File: config.mk
export PLATFORM = sky130hd
export DESIGN_NAME = eh2_lsu_trigger_hit_ctl
export DESIGN_NICKNAME = d
export VERILOG_FILES = /design/src/rtl/eh2_lsu_trigger_hit_ctl.sv
export SDC_FILE = /design/constraint.sdc
export NUM_CORES = 1
export LEC_CHECK = 0
export BUFFER_PORTS_ARGS = -buffer_cell sky130_fd_sc_hd__buf_2
export CELL_PAD_IN_SITES_DETAIL_PLACEMENT = 2
export CELL_PAD_IN_SITES_GLOBAL_PLACEMENT = 2
export CORE_ASPECT_RATIO = 0.5
export CORE_MARGIN = 1
export CORE_UTILIZATION = 27
export DETAILED_ROUTE_END_ITERATION = 12
export GPL_TIMING_DRIVEN = 0
export PLACE_DENSITY = 0.9
export SLEW_MARGIN = 20
export SYNTH_ARGS = -nofsm -noshare
export SYNTH_HDL_FRONTEND = slang
export SYNTH_SLANG_ARGS = --single-unit
export TNS_END_PERCENT = 30
File: constraint.sdc
create_clock -name clk -period 5.5 [get_ports clk]
set_input_delay 0.825 -clock clk [delete_from_list [all_inputs] [get_ports clk]]
set_output_delay 0.825 -clock clk [all_outputs]
set_load 0.05 [all_outputs]
File: src/rtl/eh2_lsu_trigger_hit_ctl.sv
// eh2_lsu_trigger_hit_ctl
// DC5 stage of the LSU trigger path: registers the DC4 match vector, applies
// per-thread chain pairing and flush kill, keeps per-thread sticky hit status,
// emits breakpoint pulses and runs a per-thread debug-halt request FSM.
// Optional feature macro: LSU_TRIGGER_HITCNT_EN adds per-trigger saturating
// hit counters exported on trigger_hit_cnt.
module eh2_lsu_trigger_hit_ctl #(
  parameter int NUM_THREADS = 2,
  parameter int CNT_W       = 16
) (
  input  logic                        clk,
  input  logic                        rst,
  input  logic [3:0]                  lsu_trigger_match_dc4,
  input  logic                        lsu_tid_dc4,
  input  logic [NUM_THREADS-1:0][1:0] trigger_chain,
  input  logic [NUM_THREADS-1:0][3:0] trigger_action,
  input  logic [NUM_THREADS-1:0]      flush_dc5,
  input  logic [NUM_THREADS-1:0]      mhit_wr_en,
  input  logic [3:0]                  mhit_wr_data,
  output logic [3:0]                  lsu_trigger_hit_dc5,
  output logic                        lsu_trigger_hit_tid_dc5,
  output logic [NUM_THREADS-1:0]      lsu_trigger_bkpt_dc5,
  output logic [NUM_THREADS-1:0]      dbg_halt_req,
  input  logic [NUM_THREADS-1:0]      dbg_halt_ack,
  output logic [NUM_THREADS-1:0][3:0] mhit_status
`ifdef LSU_TRIGGER_HITCNT_EN
  ,
  output logic [3:0][CNT_W-1:0]       trigger_hit_cnt
`endif
);

  typedef enum logic {
    HALT_IDLE = 1'b0,
    HALT_REQ  = 1'b1
  } halt_state_t;

  logic [3:0]                  match_dc5;
  logic                        tid_dc5;
  logic [NUM_THREADS-1:0]      thr_sel;
  logic [1:0]                  sel_chain;
  logic [3:0]                  sel_action;
  logic                        sel_flush;
  logic [3:0]                  chained_hit;
  logic [3:0]                  hit;
  logic                        any_dbg;
  logic                        any_bkpt;
  logic [NUM_THREADS-1:0]      dbg_hit;
  logic [NUM_THREADS-1:0][3:0] status_nxt;
  halt_state_t                 state     [NUM_THREADS];
  halt_state_t                 state_nxt [NUM_THREADS];

  // DC4 -> DC5 pipeline register for the match vector and its thread id.
  always_ff @(posedge clk) begin
    if (rst) begin
      match_dc5 <= 4'b0000;
      tid_dc5   <= 1'b0;
    end else begin
      match_dc5 <= lsu_trigger_match_dc4;
      tid_dc5   <= lsu_tid_dc4;
    end
  end

  // Pick the chain/action/flush controls of the thread owning the DC5 access.
  always_comb begin
    thr_sel    = '0;
    sel_chain  = 2'b00;
    sel_action = 4'b0000;
    sel_flush  = 1'b0;
    for (int t = 0; t < NUM_THREADS; t++) begin
      thr_sel[t] = (NUM_THREADS == 1) ? 1'b1 : (tid_dc5 == 1'(t));
      if (thr_sel[t]) begin
        sel_chain  = trigger_chain[t];
        sel_action = trigger_action[t];
        sel_flush  = flush_dc5[t];
      end else begin
        sel_chain  = sel_chain;
      end
    end
  end

  // Chain pairing, flush kill and the debug/breakpoint action split.
  always_comb begin
    chained_hit[1:0] = sel_chain[0] ? {2{match_dc5[0] & match_dc5[1]}} : match_dc5[1:0];
    chained_hit[3:2] = sel_chain[1] ? {2{match_dc5[2] & match_dc5[3]}} : match_dc5[3:2];
    hit      = chained_hit & {4{~sel_flush}};
    any_dbg  = |(hit & sel_action);
    any_bkpt = |(hit & ~sel_action);
    dbg_hit              = '0;
    lsu_trigger_bkpt_dc5 = '0;
    for (int t = 0; t < NUM_THREADS; t++) begin
      dbg_hit[t]              = thr_sel[t] & any_dbg;
      lsu_trigger_bkpt_dc5[t] = thr_sel[t] & any_bkpt & ~any_dbg;
    end
  end

  assign lsu_trigger_hit_dc5     = hit;
  assign lsu_trigger_hit_tid_dc5 = tid_dc5;

  // Halt FSM next state, sticky-status next value and request outputs.
  always_comb begin
    status_nxt   = mhit_status;
    dbg_halt_req = '0;
    for (int t = 0; t < NUM_THREADS; t++) begin
      state_nxt[t]    = state[t];
      // A hit is OR-ed in after the write so a same-cycle write never drops it.
      status_nxt[t]   = (mhit_wr_en[t] ? mhit_wr_data : mhit_status[t]) |
                        (thr_sel[t] ? hit : 4'b0000);
      dbg_halt_req[t] = (state[t] == HALT_REQ);
      case (state[t])
        HALT_IDLE: begin
          if (dbg_hit[t]) begin
            state_nxt[t] = HALT_REQ;
          end else begin
            state_nxt[t] = HALT_IDLE;
          end
        end
        HALT_REQ: begin
          // Further debug hits here do not queue another request.
          if (dbg_halt_ack[t]) begin
            state_nxt[t] = HALT_IDLE;
          end else begin
            state_nxt[t] = HALT_REQ;
          end
        end
        default: state_nxt[t] = HALT_IDLE;
      endcase
    end
  end

  // Halt FSM state and sticky hit-status registers.
  always_ff @(posedge clk) begin
    for (int t = 0; t < NUM_THREADS; t++) begin
      if (rst) begin
        state[t]       <= HALT_IDLE;
        mhit_status[t] <= 4'b0000;
      end else begin
        state[t]       <= state_nxt[t];
        mhit_status[t] <= status_nxt[t];
      end
    end
  end

`ifdef LSU_TRIGGER_HITCNT_EN
  // Per-trigger saturating hit counters, shared by all threads.
  always_ff @(posedge clk) begin
    for (int i = 0; i < 4; i++) begin
      if (rst) begin
        trigger_hit_cnt[i] <= '0;
      end else if (hit[i] && (trigger_hit_cnt[i] != {CNT_W{1'b1}})) begin
        trigger_hit_cnt[i] <= trigger_hit_cnt[i] + CNT_W'(1);
      end else begin
        trigger_hit_cnt[i] <= trigger_hit_cnt[i];
      end
    end
  end
`endif

endmodule

==> impl_results.md, run 1 <==
- DR pass1 iterations: 3
- CP max FO: 3
- Fin util: 39.7%
- Library cells used by synthesis: 34
- Non-filler instance count after layout: 188
- Final Setup Violations: 0
- EDFF count, synth: 0
- CP max stage cell: a2111o_1
- CTS H-tree lvls: 1
- Pwr per Cell Area: 241 nW/um2
- RSZ-0062 raised after global routing: no
- Starting Density: 29.6%
- Row count: 14
- Hold buffer count at CTS: 0
- Max-slew headroom: 55.5%
- Ports: 46
- Main synth FF type: dfxtp_1
- Final wirelength: 3320 um
- Area contributors post-synth: dfxtp_1 32%, mux2i_1 12%, o211a_1 5.4%
- Synth warn: 0
- Area grow syn2layout: 33.8%
- Post-synthesis register bit count: 15
- Fraction of registers with async set/reset: 0%
- Status: finished, final reports clean
- Clock Pin Slew Worst Setup and Hold Paths: 70 ps
- Setup CP Type: primary input to output port
- Placed cell count: 184
- Sequential-to-total area share from yosys stat: 32.3%
- Most frequent cells in the layout: 44 x buf_2, 15 x dfxtp_1, 11 x mux2i_1
- MaxCap Viol Count: 0
- CTS tree: done
- DP HPWL: 2630 um
- Worst-Margin Slew: 649 ps
- Routed Antenna Nets: 0
- Syn avg cell area: 9.20 um2
- CTS Buf Count: 3
- Die width: 85.0 um
- Commonest non-fill, non-tap cell in the layout: buf_2
- Vias in the first global route: 1024
- Type of origin of the critical path: primary input
- Period utilization: 61.9%
- Worst VDD drop: 0.0716 mV
- Top cell type by total area after synthesis: dfxtp_1
- Grt total ovfl: 0
- Skew final: 5.10 ps
- Post-CTS Setup Inserts: 0
- Layout cell share with drive strength beyond 1: 38.5%
- Fillcell total: 362
- Fin Setup TNS: 0 ps
- Max Root-Sink Buffers: 2
- Synth Instances: 101
- Share of the synthesized area in the top cell type: 32.3%
- Initial DRC Count: 12
- Antenna cells: 0
- Post_cts resized: 0
- CP arrival: 2580 ps
- Worst setup EP type: output port
- HP Class: flop to flop
- Die area: 3700 um2
- Achievable Freq: 294 MHz
- WHS: 552 ps
- GP Congestion: 0.799
- Post-route DRC violation count: 0
- Final min period: 3400 ps
- CORE AREA: 3140 um2
- Total Power: 0.300 mW
- Crit path cell chain: buf_2 -> mux2_4 -> a22o_1 -> a2111o_1 -> a2111oi_2 -> buf_2
- Root Buffer: clkbuf_8
- Final hold violation count: 0
- Die height: 43.5 um
- Overall Global Routing Usage: 18.9%
- Drt wl/cell: 17.7 um
- Top cell by count, worst path: buf_2
- Post-synthesis cell area: 930 um2
- Layout Nets: 178
- Via count: 979
- Initial antenna violation count: 0
- Largest net degree at the start of global routing: 11
- Worst-Skew Late Latency: 250 ps
- Max-slew violations: 0
- DR vias/cell: 5.21
- Synth Net Count: 130
- Crit path required time: 4680 ps
- # clock sinks: 15
- First-pass GRT wire length: 5390 um
- Lkg Pwr: 0.594 nW
- IO Port Bufs: 43
- Critical path's largest stage delay: 460 ps
[path summary, 6_finish.rpt]
kind,cells past startpoint,start,slack (ps),endpoint
setup reg to reg,5,lsu_trigger_hit_tid_dc5,3660,mhit_status[1]
hold / removal,2,mhit_status[1],550,mhit_status[1]
setup / recovery,6,trigger_action[0],2100,lsu_trigger_bkpt_dc5[0]
hold reg to reg,2,mhit_status[1],550,mhit_status[1]
[worst max-delay path: cells and delay by family]
kind / cells / cell delay [ps]
muxes: 1 / 270
AOI/OAI and AO/OA: 3 / 1050
buffers and inverters: 2 / 440
[metrics by stage]
stage / worst slack, ps / cell area, um2
floorplan: 1700 / 930
global placement: 2070 / 1190
detailed placement: 2080 / 1190
CTS: 2080 / 1240
global route: 2030 / 1240
finish: 2100 / 1240
[cell usage after synthesis, types with 2 or more instances]
master    number
dfxtp_1       15
mux2i_1       11
a21oi_1        8
nand2b_1       6
nand2_1        5
nor2b_1        5
o211a_1        5
inv_1          4
nand3_1        4
o311ai_0       4
buf_4          3
nand3b_1       3
buf_1          2
nor3b_1        2
o22ai_1        2
o31ai_1        2
o32ai_1        2
or3b_2         2
[final cells by class]
class | instances | area (um2) | share of cell area (%)
Clock inverter | 1 | 7.51 | 0.604
Buffer | 8 | 50.0 | 4.02
Multi-Input combinational cell | 74 | 564 | 45.4
Timing Repair Buffer | 43 | 215 | 17.3
Tap cell | 40 | 50.0 | 4.02
Sequential cell | 15 | 300 | 24.1
Inverter | 4 | 15.0 | 1.21
Clock buffer | 3 | 41.3 | 3.32
[sequential cells by signal, indices dropped and copies added, names as in the netlist]
name / count
lsu_trigger_hit_tid_dc5: 1
mhit_status: 8
match_dc5: 4
state: 2
[kinds of logic (layout without fill, tap and decap cells)]
group,after synthesis,count (layout),share of synthesized area (%)
flip-flops,15,15,32.3
AO/OA/AOI/OAI,31,31,26.4
multiplexers,13,13,14.7
AND/OR/NAND/NOR,30,30,19.7
buffers and inverters,12,59,7.00
[power breakdown]
| part | internal, mW | switching, mW |
|---|---|---|
| sequential | 0.115 | 0.00594 |
| combinational | 0.0294 | 0.0543 |
| clock | 0.0510 | 0.0439 |
[per-layer routing]
layer	GRT usage [%]	up-vias	part of all wire (%)
met5	0	-	0
met4	3.05	0	0.45
met3	3.43	2	1.9
met2	34.0	13	48
met1	24.5	485	49
li1	-	479	-
(Power assumes the default switching activity.)
==> inputs of run 2 (changes only) <==
CORE_UTILIZATION = 25   (was 27)
PLACE_DENSITY = 0.84   (was 0.9)
clock period = 3.57 ns   (was 5.5 ns; I/O delays follow)
==> impl_results.md, run 2 (synthesized netlist as in run 1, its figures left out) <==
- Status: finished, final reports clean (unchanged)
- CP max FO: 5 (was 3)
- Switching Share: 34.4% (was 34.7%)
- DP HPWL: 2520 um (was 2630 um)
- Via count: 1007 (was 979)
- Design Area, Final: 1260 um2 (was 1240 um2)
- Die height: 45.1 um (was 43.5 um)
- Initial antenna violation count: 0 (unchanged)
- Setup CP Type: flop to output port (was primary input to output port)
- Worst-Margin Slew: 605 ps (was 649 ps)
- Largest net degree at the start of global routing: 11 (unchanged)
- R2R Path Start: lsu_trigger_hit_tid_dc5 (unchanged)
- Starting Density: 26.6% (was 29.6%)
- Commonest non-fill, non-tap cell in the layout: buf_2 (unchanged)
- DP Area: 1210 um2 (was 1190 um2)
- DR pass1 iterations: 4 (was 3)
- Final hold violation count: 0 (unchanged)
- Antenna cells: 0 (unchanged)
- Post_cts resized: 0 (unchanged)
- Lkg Pwr: 0.594 nW (unchanged)
- DR vias/cell: 5.06 (was 5.21)
- Max-slew violations: 0 (unchanged)
- Final wirelength: 3290 um (was 3320 um)
- Root Buffer: clkbuf_8 (unchanged)
- CP arrival: 2400 ps (was 2580 ps)
- Skew final: 2.57 ps (was 5.10 ps)
- Fillcell total: 422 (was 362)
- GP Congestion: 0.817 (was 0.799)
- Largest register by flop count: mhit_status (unchanged)
- Max reg flops: 8 (unchanged)
- Crit path required time: 3030 ps (was 4680 ps)
- Die width: 88.2 um (was 85.0 um)
- Sequential cell area: 300 um2 (unchanged)
- CP delay by family, top: compound AO/OA/AOI/OAI gates (unchanged)
- # clock sinks: 15 (unchanged)
- Final Setup Violations: 0 (unchanged)
- Achievable Freq: 341 MHz
- Area grow syn2layout: 35.3% (was 33.8%)
- First-pass GRT wire length: 5370 um (was 5390 um)
- Critical path's largest stage delay: 450 ps (was 460 ps)
- Critical Path Start: lsu_trigger_hit_tid_dc5 (was trigger_action[0])
- HP Class: primary input to flop (was flop to flop)
- Final min period: 2940 ps
- Period utilization: 82.3%
- Reg2reg path depth: 5 (unchanged)
- Fin util: 36.0% (was 39.7%)
- Int Pwr: 0.302 mW (was 0.196 mW)
- CP max stage cell: a2111o_1 (unchanged)
- Vias in the first global route: 1105 (was 1024)
- Initial DRC Count: 21 (was 12)
- Sw Pwr: 0.158 mW (was 0.104 mW)
- MaxCap Viol Count: 0 (unchanged)
- Footprint of the multi-input gates: 564 um2 (unchanged)
- CTS tree: done (unchanged)
- Most frequent cells in the layout: 44 x buf_2, 15 x dfxtp_1, 11 x mux2i_1 (unchanged)
- Worst VDD drop: 0.152 mV (was 0.0716 mV)
- Hold buffer count at CTS: 0 (unchanged)
- Crit path buf inv count: 1 (was 2)
- Hold Path End: match_dc5[0] (was mhit_status[1])
- Row count: 15 (was 14)
- IO Port Bufs: 43 (unchanged)
- Post-CTS Setup Inserts: 0 (unchanged)
- Drt wl/cell: 16.5 um (was 17.7 um)
- Overall Global Routing Usage: 18.5% (was 18.9%)
- Max Root-Sink Buffers: 2 (unchanged)
- Flop pwr share: 40.7% (was 40.5%)
- RSZ-0062 raised after global routing: no (unchanged)
- Routed Antenna Nets: 0 (unchanged)
- CORE AREA: 3490 um2 (was 3140 um2)
- CTS H-tree lvls: 1 (unchanged)
- Grt total ovfl: 0 (unchanged)
- Clock power frac: 31.6% (about the same)
- Clock Pin Slew Worst Setup and Hold Paths: 70 ps (about the same)
- Reg2reg end: mhit_status[4] (was mhit_status[1])
- Fin Setup TNS: 0 ps (unchanged)
- Worst hold stages: 2 (unchanged)
- Pwr per Cell Area: 366 nW/um2 (was 241 nW/um2)
- Layout cell share with drive strength beyond 1: 38.5% (unchanged)
- Ports: 46 (unchanged)
- Type of origin of the critical path: flop (was primary input)
- Post-route DRC violation count: 0 (unchanged)
- Worst-Skew Late Latency: 250 ps (about the same)
- Worst setup EP type: output port (unchanged)
- Worst R2R Setup Slack: 1770 ps (was 3660 ps)
- Crit path cell chain: mux2_4 -> a22o_1 -> a2111o_1 -> a2111oi_2 -> buf_2 (was buf_2 -> mux2_4 -> a22o_1 -> a2111o_1 -> a2111oi_2 -> buf_2)
- Gate power share: 27.7% (was 27.9%)
- Layout Nets: 178 (unchanged)
- Hold Startpoint: lsu_trigger_match_dc4[0] (was mhit_status[1])
- CTS Buf Count: 3 (unchanged)
- Largest regs: mhit_status: 8 flops, match_dc5: 4 flops, state: 2 flops (unchanged)
- Die area: 3980 um2 (was 3700 um2)
- Max-slew headroom: 58.5% (was 55.5%)
## run 2: cell counts in the layout (fill, tap and decap cells not counted)
No cell type changed its count.
## run 2: worst register-to-register path, cell delays in order, from the launching register on
cell and delay (ps):
dfxtp_1 420, buf_2 250, mux2i_1 570, o211a_1 270
nand2_1 90, a21oi_1 140
## run 2: layer usage
metal / part of all wire, % / track usage [%]
met4: 3.9 / 10.0
met2: 49 / 34.0
met1: 43 / 20.8
met3: 3.5 / 3.84
met5: 0 / 0
## run 2: power groups by stage
stage	registers, mW	logic, mW	clock network [mW]
global route	0.189	0.137	0.161
detailed placement	0.191	0.127	0
finish	0.187	0.127	0.145
global placement	0.190	0.123	0
floorplan	0.212	0.0611	0
CTS	0.187	0.128	0.150
## run 2: how the worst max path moves through the flow
stage / endpoint / slack, ps / cells past startpoint
global route: lsu_trigger_bkpt_dc5[0] / 480 / 6
CTS: lsu_trigger_bkpt_dc5[0] / 610 / 5
finish: lsu_trigger_bkpt_dc5[0] / 630 / 5
global placement: lsu_trigger_bkpt_dc5[0] / 720 / 6
detailed placement: lsu_trigger_bkpt_dc5[0] / 700 / 6
floorplan: lsu_trigger_bkpt_dc5[1] / 120 / 4
## run 2: area by class of cell
type	count	share of cell area, %
Timing Repair Buffer	43	17.1
Clock inverter	1	0.597
Clock buffer	3	3.28
Inverter	4	1.19
Buffer	8	3.98
Multi-Input combinational cell	74	44.9
Tap cell	51	5.07
Sequential cell	15	23.9
## run 2: metrics by stage
step	power [mW]	worst slack (ps)	hold WS, ps	cells
floorplan	0.273	119	506	101
global placement	0.313	715	530	195
detailed placement	0.318	700	547	195
CTS	0.466	611	498	199
global route	0.486	481	517	199
finish	0.460	634	496	199
